**config.mk**
```make
export PLATFORM = sky130hd
export DESIGN_NAME = banco_registros_param_flat
export DESIGN_NICKNAME = d
export VERILOG_FILES = /design/src/rtl/banco_registros_param_if.sv /design/src/rtl/banco_registros_param.sv /design/src/flat_wrapper.sv
export SDC_FILE = /design/constraint.sdc
export NUM_CORES = 1
export LEC_CHECK = 0
export BUFFER_PORTS_ARGS = -buffer_cell sky130_fd_sc_hd__buf_2
export CAP_MARGIN = 40
export CELL_PAD_IN_SITES_DETAIL_PLACEMENT = 0
export CELL_PAD_IN_SITES_GLOBAL_PLACEMENT = 1
export CORE_MARGIN = 4
export CORE_UTILIZATION = 40
export DETAILED_ROUTE_END_ITERATION = 10
export PLACE_DENSITY_LB_ADDON = 0.1
export SLEW_MARGIN = 10
export SYNTH_ARGS = -nofsm -noshare
export SYNTH_HDL_FRONTEND = slang
export SYNTH_SLANG_ARGS = --single-unit
```
**constraint.sdc**
```tcl
create_clock -name clk -period 9.4 [get_ports clk]
set_input_delay 0 -clock clk [delete_from_list [all_inputs] [get_ports clk]]
set_output_delay 0 -clock clk [all_outputs]
set_load 0.03 [all_outputs]
```
**src/rtl/banco_registros_param_if.sv**
```systemverilog
// Register-file access bundle: read address/data ports, single write port, ready flag.
// Latency: purely structural, no timing of its own.
// Backpressure: none; requester waits for ready before relying on reads or writes.
interface banco_registros_param_if #(
  parameter int DATA_W   = 32,
  parameter int ADDR_W   = 5,
  parameter int NUM_READ = 2
);

  logic [NUM_READ*ADDR_W-1:0] read_reg;
  logic [NUM_READ*DATA_W-1:0] read_data;
  logic [ADDR_W-1:0]          write_reg;
  logic [DATA_W-1:0]          write_data;
  logic                       reg_write;
  logic                       ready;

  // Decode/writeback side drives addresses and write data.
  modport master (
    output read_reg,
    output write_reg,
    output write_data,
    output reg_write,
    input  read_data,
    input  ready
  );

  // Register file side.
  modport slave (
    input  read_reg,
    input  write_reg,
    input  write_data,
    input  reg_write,
    output read_data,
    output ready
  );

endinterface

```
**src/rtl/banco_registros_param.sv**
```systemverilog
// MIPS GPR file: NUM_READ combinational read ports, one synchronous write port, post-reset clear sweep.
// Latency: reads 0 cycles; writes visible after the edge (same cycle with BANCO_REGISTROS_BYPASS_EN).
// Backpressure: none; ready=0 for DEPTH cycles after reset, during which writes drop and reads return 0.
module banco_registros_param #(
  parameter int DATA_W   = 32,
  parameter int DEPTH    = 32,
  parameter int ADDR_W   = 5,
  parameter int NUM_READ = 2,
  parameter int ZERO_REG = 1
) (
  input logic                    clk,
  input logic                    rst_n,
  banco_registros_param_if.slave bus
);

  typedef enum logic {
    INIT = 1'b0,
    RUN  = 1'b1
  } fsmState_e;

  // One extra bit so DEPTH == 2**ADDR_W still compares correctly.
  localparam logic [ADDR_W:0]   DepthLim = (ADDR_W+1)'(DEPTH);
  localparam logic [ADDR_W-1:0] LastIdx  = ADDR_W'(DEPTH-1);
  localparam bit                ZeroHard = (ZERO_REG != 0);

  // Storage deliberately has no reset so it maps onto RAM; the sweep clears it.
  logic [DATA_W-1:0] mem [0:DEPTH-1];

  fsmState_e         state;
  fsmState_e         stateNext;
  logic [ADDR_W-1:0] sweepCnt;
  logic [ADDR_W-1:0] sweepCntNext;
  logic              readyQ;
  logic              readyNext;
  logic              sweepClr;
  logic              writeOk;
  logic [NUM_READ*DATA_W-1:0] rdVec;

  // A write lands only once ready, in range, and not aimed at a hardwired r0.
  assign writeOk = readyQ && bus.reg_write
                   && ({1'b0, bus.write_reg} < DepthLim)
                   && !(ZeroHard && (bus.write_reg == '0));

  // State register with synchronous active-low reset; reset restarts the sweep.
  always_ff @(posedge clk) begin
    if (!rst_n) begin
      state    <= INIT;
      sweepCnt <= '0;
      readyQ   <= 1'b0;
    end else begin
      state    <= stateNext;
      sweepCnt <= sweepCntNext;
      readyQ   <= readyNext;
    end
  end

  // Next-state: INIT walks every entry once, then RUN holds until reset.
  always_comb begin
    stateNext    = state;
    sweepCntNext = sweepCnt;
    readyNext    = readyQ;
    sweepClr     = 1'b0;
    case (state)
      INIT: begin
        sweepClr  = 1'b1;
        readyNext = 1'b0;
        if (sweepCnt == LastIdx) begin
          stateNext    = RUN;
          readyNext    = 1'b1;
          sweepCntNext = '0;
        end else begin
          sweepCntNext = sweepCnt + 1'b1;
        end
      end
      RUN: begin
        readyNext = 1'b1;
      end
      default: begin
        stateNext = INIT;
        readyNext = 1'b0;
      end
    endcase
  end

  // Single write port shared by the clear sweep and functional writes (never both at once).
  always_ff @(posedge clk) begin
    if (rst_n) begin
      if (sweepClr) begin
        mem[sweepCnt] <= '0;
      end else if (writeOk) begin
        mem[bus.write_reg] <= bus.write_data;
      end
    end
  end

  // Combinational read ports, zero while not ready, out of range, or r0 when hardwired.
  always_comb begin
    logic [ADDR_W-1:0] rdAddr;
    rdVec  = '0;
    rdAddr = '0;
    for (int k = 0; k < NUM_READ; k++) begin
      rdAddr = bus.read_reg[k*ADDR_W +: ADDR_W];
      if (readyQ && ({1'b0, rdAddr} < DepthLim) && !(ZeroHard && (rdAddr == '0))) begin
        rdVec[k*DATA_W +: DATA_W] = mem[rdAddr];
      end
`ifdef BANCO_REGISTROS_BYPASS_EN
      // Write-through: writeOk already excludes r0 when hardwired and out-of-range targets.
      if (writeOk && (bus.write_reg == rdAddr)) begin
        rdVec[k*DATA_W +: DATA_W] = bus.write_data;
      end
`else
      // Without forwarding the old contents are returned until the edge.
`endif
    end
  end

  assign bus.read_data = rdVec;
  assign bus.ready     = readyQ;

endmodule

```
**src/flat_wrapper.sv**
```systemverilog
// flat-port wrapper written by rule: the top's interface ports become plain ports
module banco_registros_param_flat 
#(
  parameter int DATA_W   = 32,
  parameter int DEPTH    = 32,
  parameter int ADDR_W   = 5,
  parameter int NUM_READ = 2,
  parameter int ZERO_REG = 1
)
  (clk, rst_n, bus_read_reg, bus_write_reg, bus_write_data, bus_reg_write, bus_read_data, bus_ready);
  banco_registros_param_if #(.DATA_W(DATA_W), .ADDR_W(ADDR_W), .NUM_READ(NUM_READ)) bus_i ();
  input logic clk;
  input logic rst_n;
  input wire logic [$bits(bus_i.read_reg)-1:0] bus_read_reg;
  input wire logic [$bits(bus_i.write_reg)-1:0] bus_write_reg;
  input wire logic [$bits(bus_i.write_data)-1:0] bus_write_data;
  input wire logic [$bits(bus_i.reg_write)-1:0] bus_reg_write;
  output wire logic [$bits(bus_i.read_data)-1:0] bus_read_data;
  output wire logic [$bits(bus_i.ready)-1:0] bus_ready;
  assign bus_i.read_reg = bus_read_reg;
  assign bus_i.write_reg = bus_write_reg;
  assign bus_i.write_data = bus_write_data;
  assign bus_i.reg_write = bus_reg_write;
  assign bus_read_data = bus_i.read_data;
  assign bus_ready = bus_i.ready;
  banco_registros_param #(.DATA_W(DATA_W), .DEPTH(DEPTH), .ADDR_W(ADDR_W), .NUM_READ(NUM_READ), .ZERO_REG(ZERO_REG)) u_core (.clk(clk), .rst_n(rst_n), .bus(bus_i));
endmodule
```
==> flow_summary.ini <==
[run_status]
status = complete, no violations

[grt]
grt_use_met1_pct = 34.4
antenna_found_initial = 3
busiest_layer = met2
met3_usage_pct = 3.02
grt_pass1_wl_um = 223000
grt_max_degree = 104
grt_use_total_pct = 24.9
grt.overflow.total = 0
grt_use_met2_pct = 41.3
grt_pass1_vias = 29200

[clock_network]
numCtsBuffers = 116
cts.root.buffer_cell = clkbuf_16
insertion_delay_ns = 0.70
htreeDepth = 3
clkSlewWorstSetupHoldPaths_ns = 0.06
cts_tree = yes
clk_path_buf_depth = 3
cts_setup_buffers = 0
clock-sinks = 1030
ctsResizeCount = 0

[setup_path]
crit_chain = nand3_2 > a21oi_4 > buf_4 > mux2i_1 > buf_4 > nor2_4 > buf_4
cp_top_family = buffers and inverters
slowest_stage = dfxtp_1
worst-endpoint-required_ns = 9.74
cpPeakStageDelay_ns = 0.82
crit_buf_inv = 3
crit_arrival_ns = 4.31
crit_path_max_fanout = 38
critPathMostFrequentCell = buf_4
criticalPathCategory = reg2reg
critPathLaunchType = flop
endpoint_kind = flop

[placed_design]
hpwl_um = 92400
io_buffer_count = 114
gp_congestion = 0.811

[routing]
vias = 28100
dr.first_iter.drc_count = 2906
routed_wl_um = 160000
via_per_inst = 6.29
wl_per_cell_um = 35.7
final_antenna_net_count = 0
drc = 0
first_pass_iters = 5

[timing]
slew_viol_final = 0
fmax_mhz = 252
rsz0062_at_grt = no
period_needed_ns = 3.97
finalSetupTns_ns = 0
slew_headroom_pct = 35.7
tightest_slew_ns = 0.959
finalClockSkew_ns = 0.0204
hold_violations = 0
fin_crit_sh_pct = 42.2
setup_viol = 0

[logic_synthesis]
synthesis.nets = 2619
synth_mux_area_share_pct = 26.5
synthMostInstantiatedCell = edfxtp_1
yosysWarnings = 0
yosysTopAreaCellShare_pct = 63.4
synth-adder-area-share_pct = 0.0516
synth_common_cells = edfxtp_1 (1,024), mux4_2 (386), mux2i_1 (354), buf_2 (92), o221ai_1 (89)
synthSimpleGateAreaFrac_pct = 2.48
synth.largest_area_cell = edfxtp_1
synth_area_leaders = edfxtp_1 (63%), mux4_2 (18%), mux2i_1 (7.3%)
ys_ff_latch = 1030
synth_top_family_by_area = multiplexers
ys_async_sr_fraction_pct = 0
synth.cell_area_um2 = 48500
synth-compound-area-share_pct = 5.03
synthCells = 2567
synth_cell_types = 52
avgSynthCellArea_um2 = 18.9
seq_area_frac_synth_pct = 63.6
synth_ff_type = edfxtp_1
synth_edf_count = 1024
synthXorXnorAreaFrac_pct = 0

[power_and_ir_drop]
ir_drop_uv = 146
p_total_w = 0.0101
clock_power_share_pct = 44.8
cellPowerDensity_nw_per_um2 = 181
swShare_pct = 21.9
switchingPower_w = 0.00221
seqPwrFrac_pct = 49.6
intPower_w = 0.00790
comb_power_share_pct = 5.6
p_leak_nw = 20.6

[die]
rows = 127
die_h_um = 356
die_x_um = 356
io_pins = 115
design.core.area_um2 = 120000
initial_core_util_pct = 40.4
die_area_um2 = 127000

[cells_and_area]
fillers = 10200
finalNetCount = 2811
layout-drive-gt1-share_pct = 32.7
area.growth.synth_to_final_pct = 15.4

[worst_hold_path]
min-delay-path-class = in2reg

[run]
cap_viol_max_count = 0
[placed cells by master (no fill, tap or decap), types with 7 or more instances in the layout]
| master | synthesis | final |
|---|---|---|
| nand3_1 | 48 | 47 |
| a221oi_2 | 22 | 22 |
| a221oi_1 | 10 | 10 |
| and2_1 | 36 | 35 |
| nand2_1 | 68 | 68 |
| buf_2 | 92 | 107 |
| o221ai_1 | 89 | 89 |
| a2bb2oi_1 | 32 | 32 |
| a211oi_1 | 26 | 26 |
| o22a_1 | 25 | 25 |
| clkinv_1 | 0 | 23 |
| clkbuf_16 | 0 | 119 |
| clkinv_2 | 0 | 26 |
| nor2b_1 | 9 | 7 |
| edfxtp_1 | 1024 | 1024 |
| a21oi_1 | 49 | 49 |
| dlygate4sd3_1 | 0 | 32 |
| nor2_1 | 22 | 9 |
| nor3_2 | 0 | 16 |
| mux4_2 | 386 | 386 |
| clkbuf_1 | 75 | 19 |
| bufinv_16 | 0 | 14 |
| a22oi_1 | 15 | 15 |
| nor2_4 | 0 | 12 |
| buf_4 | 19 | 93 |
| mux2i_1 | 354 | 354 |
| mux2_2 | 45 | 45 |
| buf_8 | 0 | 37 |
| nand4_1 | 8 | 8 |
| buf_16 | 0 | 10 |
[per-layer routing]
layer | share of wire, % | wire (µm) | vias to the layer above
li1 | - | - | 11400
met1 | 42 | 67100 | 15200
met2 | 49 | 77800 | 1171
met3 | 5.8 | 9260 | 288
met4 | 3.4 | 5400 | 0
met5 | 0 | 0 | -
[final cells by class]
class | instances | area (µm²) | area share [%]
Tap cell | 1612 | 2020 | 3.60
Timing Repair Buffer | 285 | 2500 | 4.46
Multi-Input combinational cell | 1321 | 16800 | 30.0
Clock buffer | 138 | 3050 | 5.45
Sequential cell | 1030 | 30900 | 55.1
Clock inverter | 73 | 728 | 1.30
Inverter | 5 | 18.8 | 0.0335
Antenna cell | 2 | 5.00 | 0.00894
[power groups by stage]
stage          sequential [W]  clock, W  combinational, W
2_1_floorplan         0.00511         0          0.000365
3_3_place_gp          0.00511         0          0.000547
3_5_place_dp          0.00511         0          0.000558
4_1_cts               0.00502   0.00462          0.000568
5_1_grt               0.00501   0.00482          0.000594
6_report              0.00502   0.00453          0.000566
[sequential cells by signal, summed over array words and instances (netlist names)]
signal,cells
u_core.mem,1024
u_core.state,1
u_core.sweepCnt,5
[kinds of logic after synthesis]
kind of cell    after synthesis
compound gates              291
fa+ha+maj                     2
buf+inv                     216
flops                      1030
mux                         792
simple gates                236
[stage by stage]
stage               setup WS [ns]  utilization [%]  instances  hold WS (ns)  cell area (µm²)
floorplan                    4.18                -       2567         0.286            48500
global placement             5.41             42.5       4172         0.328            51000
detailed placement           5.35             43.1       4217         0.326            51800
CTS                          5.32             46.5       4458       0.00230            55900
global route                 5.18             46.6       4464        0.0379            56000
finish                       5.43             46.6       4466        0.0568            56000
[worst paths after layout]
path / slack [ns] / to / from / depth (start not counted)
max: 5.43 / u_core.mem[18][8] / u_core.state / 7
max reg2reg: 5.43 / u_core.mem[18][8] / u_core.state / 7
min reg2reg: 0.61 / u_core.sweepCnt[3] / u_core.sweepCnt[0] / 2
min: 0.06 / u_core.mem[4][16] / bus_write_data[16] / 2
[repair_timing]
action	4_1_cts	5_1_grt
hold buffers	30	2
endpoints found under the setup margin	0	0
hold endpoints to repair	740	64
Power figures use the tool's default switching activity.
